===== src/rtl/irq_ctl.sv =====
// Memory-mapped interrupt controller: 8 maskable sources (level/edge) plus one
// rising-edge NMI, with PEND/ENABLE/EDGE/STATUS registers on the CPU bus.
module irq_ctl #(
    parameter logic [15:0] BASE         = 16'hFE00,
    parameter logic [7:0]  RESET_ENABLE = 8'h00
) (
    input  logic        clk,
    input  logic        RST,
    input  logic [15:0] AD,
    input  logic [7:0]  DO,
    input  logic        WE,
    input  logic        RDY,
    input  logic [7:0]  src,
    input  logic        nmi_src,
    output logic [7:0]  DI,
    output logic        sel,
    output logic        IRQ,
    output logic        NMI
);

    typedef enum logic [1:0] {
        R_PEND   = 2'd0,
        R_ENABLE = 2'd1,
        R_EDGE   = 2'd2,
        R_STATUS = 2'd3
    } reg_e;

    logic [7:0] pend_q, pend_d;
    logic [7:0] enable_q, enable_d;
    logic [7:0] edge_q, edge_d;
    logic [7:0] src_q;
    logic       nmi_q;
    logic       nmi_pend_q, nmi_pend_d;
    logic [7:0] di_q, di_d;
    logic       sel_q, sel_d;
    logic       irq_q, nmi_out_q;

    logic       hit, wr, rd;
    reg_e       ridx;
    logic [7:0] rise, w1c, mode_chg, act, status;
    logic       nmi_rise;
    logic [2:0] idx;

    assign hit      = (AD[15:2] == BASE[15:2]);
    assign ridx     = reg_e'(AD[1:0]);
    assign wr       = hit & WE & RDY;
    assign rd       = hit & ~WE;
    assign rise     = src & ~src_q;
    assign nmi_rise = nmi_src & ~nmi_q;
    assign act      = pend_q & enable_q;

    always_comb begin
        idx = '0;
        for (int unsigned i = 8; i > 0; i--) begin
            if (act[i-1]) idx = 3'(i - 1);
        end
    end

    assign status = {nmi_pend_q, 3'b000, |act, idx};

    always_comb begin
        w1c        = '0;
        mode_chg   = '0;
        enable_d   = enable_q;
        edge_d     = edge_q;
        nmi_pend_d = nmi_pend_q | nmi_rise;
        if (wr) begin
            unique case (ridx)
                R_PEND:   w1c = DO;
                R_ENABLE: enable_d = DO;
                R_EDGE: begin
                    edge_d   = DO;
                    mode_chg = DO ^ edge_q;
                end
                R_STATUS: if (DO[7]) nmi_pend_d = nmi_rise;
            endcase
        end
    end

    // Mode is judged on the pre-write EDGE; a mode change then forces the bit clear.
    always_comb begin
        pend_d = '0;
        for (int unsigned i = 0; i < 8; i++) begin
            if (edge_q[i])
                pend_d[i] = rise[i] | (pend_q[i] & ~w1c[i]);
            else
                pend_d[i] = src[i];
            if (mode_chg[i]) pend_d[i] = 1'b0;
        end
    end

    always_comb begin
        di_d  = di_q;
        sel_d = sel_q;
        if (RDY) begin
            sel_d = rd;
            di_d  = '0;
            if (rd) begin
                unique case (ridx)
                    R_PEND:   di_d = pend_q;
                    R_ENABLE: di_d = enable_q;
                    R_EDGE:   di_d = edge_q;
                    R_STATUS: di_d = status;
                endcase
            end
        end
    end

    always_ff @(posedge clk) begin
        if (RST) begin
            pend_q     <= '0;
            enable_q   <= RESET_ENABLE;
            edge_q     <= '0;
            src_q      <= '1;
            nmi_q      <= 1'b1;
            nmi_pend_q <= 1'b0;
            di_q       <= '0;
            sel_q      <= 1'b0;
            irq_q      <= 1'b0;
            nmi_out_q  <= 1'b0;
        end else begin
            pend_q     <= pend_d;
            enable_q   <= enable_d;
            edge_q     <= edge_d;
            src_q      <= src;
            nmi_q      <= nmi_src;
            nmi_pend_q <= nmi_pend_d;
            di_q       <= di_d;
            sel_q      <= sel_d;
            irq_q      <= |act;
            nmi_out_q  <= nmi_pend_q;
        end
    end

    assign DI  = di_q;
    assign sel = sel_q;
    assign IRQ = irq_q;
    assign NMI = nmi_out_q;

endmodule


===== config.mk =====
export PLATFORM = sky130hd
export DESIGN_NAME = irq_ctl
export DESIGN_NICKNAME = d
export VERILOG_FILES = /design/src/rtl/irq_ctl.sv
export SDC_FILE = /design/constraint.sdc
export NUM_CORES = 1
export LEC_CHECK = 0
export CAP_MARGIN = 20
export CORE_MARGIN = 10
export CORE_UTILIZATION = 48
export CTS_BUF_LIST = sky130_fd_sc_hd__clkbuf_4 sky130_fd_sc_hd__clkbuf_8
export CTS_CLUSTER_DIAMETER = 200
export DETAILED_ROUTE_END_ITERATION = 7
export PLACE_DENSITY = 0.79
export SLEW_MARGIN = 20
export SYNTH_ARGS = -nofsm -noshare
export SYNTH_HDL_FRONTEND = slang
export SYNTH_SLANG_ARGS = --single-unit

===== constraint.sdc =====
create_clock -name clk -period 2.1 [get_ports clk]
set_input_delay 0.315 -clock clk [delete_from_list [all_inputs] [get_ports clk]]
set_output_delay 0.315 -clock clk [all_outputs]
set_load 0.1 [all_outputs]

==> flow_metrics.tcl <==
set metrics [dict create \
    clk-insertion-delay-late_ns 0.29 \
    final_nets 355 \
    status "completed" \
    p_switching_mw 0.3965 \
    track_usage_pct 17.57 \
    die_h_um 89.18 \
    nFillCells 377 \
    die-area_mm2 0.007953 \
    cts_tree "done" \
    grt_pass1_wl_mm 11.08 \
    die_width_um 89.18 \
    ant_nets 0 \
    post_synth.cell_area_avg_um2 8.939 \
    vias 2281 \
    cts.sinks 45 \
    drive_above_1_share_pct 23.27 \
    powerDensity_mw_per_mm2 529.9 \
    clk_pin_slew_ns 0.08 \
    cp_slowest_stage_delay_ns 0.60 \
    wl_mm 6.910 \
    coreArea_mm2 0.004692 \
    finalCriticalPeriod_ns 2.064 \
    cpMaxStageDelayCell "or4_4" \
    cp-start-kind "input port" \
    path_cells "dlygate4sd2_1 > or4b_4 > or4_4 > bufbuf_16 > o21ai_1 > a21oi_1" \
    synth_warnings 0 \
    regArea_um2 900.9 \
    setup_slack_ns 0.03625 \
    ir_drop_mv 0.4947 \
    synth_cell_types 50 \
    grt_pass1_vias 2318 \
    port_buffers 47 \
    seqPwrFrac_pct 53.4 \
    grt-ovfl-total 0 \
    place_area_mm2 0.002905 \
    drc 0 \
    max_slew_margin_pct 69.65 \
    critPathKind "in2reg" \
    rsz0062_at_grt "false" \
    htree_levels 2 \
    final_util_pct 66.83 \
    gp_congestion 0.9357 \
    sw_frac_of_total_pct 23.86 \
    intPower_mw 1.265 \
    power_frac_clock_pct 33.1 \
    setup_viol 0 \
    area_delta_synth_final_pct 36.49 \
    skew_ns 0.001981 \
    wl_per_cell_um 18.58 \
    dp_hpwl_mm 4.457 \
    diodes 0 \
    start_util_pct 48.96 \
    multi_input_area_mm2 0.001340 \
    io_pins 48 \
    grt_max_degree 41 \
    drt-pass1-iter-count 4 \
    combinationalPowerShare_pct 13.4 \
    row_count 25 \
    final_area_mm2 0.003136 \
    finalHoldViolCount 0 \
    fmax_mhz 484.6 \
    end_kind "register" \
    ys_ff_latch 45 \
    cts_buffers 5 \
    maxSlewViolCount 0 \
    drt-initial-drc-count 233 \
    cp_max_fo 13 \
    syn_nets 294 \
    r2r_slack_ns 0.61 \
    synth_cells 257 \
    vias_per_cell 6.132 \
    synth_area_mm2 0.002297 \
    worstMarginPinSlew_ns 0.4552 \
    clock_path_buffers 2 \
    place_ws_ns -0.4666 \
    fin_tns_setup_ns 0 \
    worstPathRequired_ns 2.28 \
    leakage_nw 1.184 \
    cap_violations 0 \
    period_share_pct 98.27 \
    hp-class "reg2reg" \
    crit_arrival_ns 2.24 \
    antenna_found_initial 0 \
    ys_seq_area_share_pct 39.22 \
    cts_root_buf "clkbuf_8" \
]
## metrics by stage
stage	power, mW	hold slack [ns]	instances
after global placement	1.122	0.4660	359
final	1.661	0.4806	372
after floorplan	0.9962	0.4188	257
after detailed placement	1.126	0.4645	359
after CTS	1.664	0.4794	372
after global routing	1.719	0.4968	372
## cells in the final DEF, fill, tap and decap left out, drive strengths merged, types with 9 or more instances in the layout
master	n
nand4	10
nand3	9
dfxtp	45
o21ai	20
clkdlybuf4s50	28
a221oi	9
a21oi	22
nand2	25
buf	33
or2	9
## cells in the mapped netlist (all sizes together)
cell type,count,area [um^2]
a211o,1,8.760
a211oi,1,7.510
a21boi,1,7.510
a21oi,22,110.1
a221oi,9,78.83
a222oi,1,10.01
a22o,2,17.52
a22oi,3,22.52
a31oi,1,6.260
a41o,1,10.01
a41oi,2,17.52
and2,1,6.260
and3,1,6.260
buf,6,42.54
clkbuf,10,37.54
dfxtp,45,900.9
inv,3,11.26
mux2i,6,60.06
mux4,1,22.52
nand2,25,93.84
nand2b,7,43.79
nand3,9,45.04
nand3b,1,7.510
nand4,10,62.56
nand4b,2,17.52
nor2,7,33.78
nor2b,8,50.05
nor3b,1,7.510
nor4,3,40.04
o2111ai,1,8.760
o211ai,8,75.08
o21ai,20,100.1
o221a,1,11.26
o2bb2ai,4,35.03
o32ai,2,17.52
or2,9,56.30
or3b,8,70.07
or4,1,7.510
or4b,3,37.54
or4bb,2,22.52
xor2,8,70.07
## flip-flops by register name, indices dropped and copies added, names as in the netlist
name	cells
sel	1
pend_q	8
IRQ	1
nmi_q	1
edge_q	8
DI	8
src_q	8
NMI	1
nmi_pend_q	1
enable_q	8
## metal layers
metal	up-vias	GRT usage (%)	wire [um]
li1	1097	-	-
met1	1064	20.68	2830
met2	96	29.64	3338
met3	24	3.920	511
met4	0	8.092	231
met5	-	0	0
## worst max-delay path: cells and delay by family
kind	cells	cell delay (ns)
compound gates	2	0.23
buf+inv	2	0.55
simple gates	2	1.14
## final cells by class
type | instances | share of cell area (%)
Tap cell | 54 | 2.155
Sequential cell | 45 | 28.73
Multi-Input combinational cell | 193 | 42.74
Clock buffer | 7 | 2.873
Timing Repair Buffer | 70 | 23.14
Inverter | 3 | 0.3591
## power groups by stage
| stage | Combinational [mW] | Clock (mW) | Sequential [mW] |
|---|---|---|---|
| global route | 0.239 | 0.590 | 0.889 |
| global placement | 0.217 | 0 | 0.905 |
| floorplan | 0.0903 | 0 | 0.906 |
| CTS | 0.221 | 0.557 | 0.886 |
| finish | 0.223 | 0.551 | 0.888 |
| detailed placement | 0.220 | 0 | 0.906 |
## path summary, 6_finish.rpt
path | startpoint | endpoint | depth (start not counted)
worst min-delay path | sel$_SDFFE_PP0P_ | sel$_SDFFE_PP0P_ | 2
worst max register to register | pend_q[6]$_SDFF_PP0_ | DI[1]$_SDFFE_PP0P_ | 4
worst max-delay path | AD[4] | enable_q[0]$_SDFFE_PP0P_ | 6
worst min register to register | sel$_SDFFE_PP0P_ | sel$_SDFFE_PP0P_ | 2
## what timing repair did
item	4_1_cts	5_1_grt
buffers inserted	4	0
gates resized for setup	15	0
endpoints found under the setup margin	16	0
endpoints found under the hold margin	0	0
hold buffers	0	0
## kinds of logic (layout without fill, tap and decap cells)
kind of cell | after synthesis | after routing | share of synthesized area, %
AND/OR/NAND/NOR | 98 | 98 | 26.47
buffers and inverters | 19 | 80 | 3.976
AO/OA/AOI/OAI | 80 | 80 | 23.69
multiplexers | 7 | 7 | 3.595
XOR/XNOR | 8 | 8 | 3.050
flip-flops | 45 | 45 | 39.22
(Power assumes the default switching activity.)
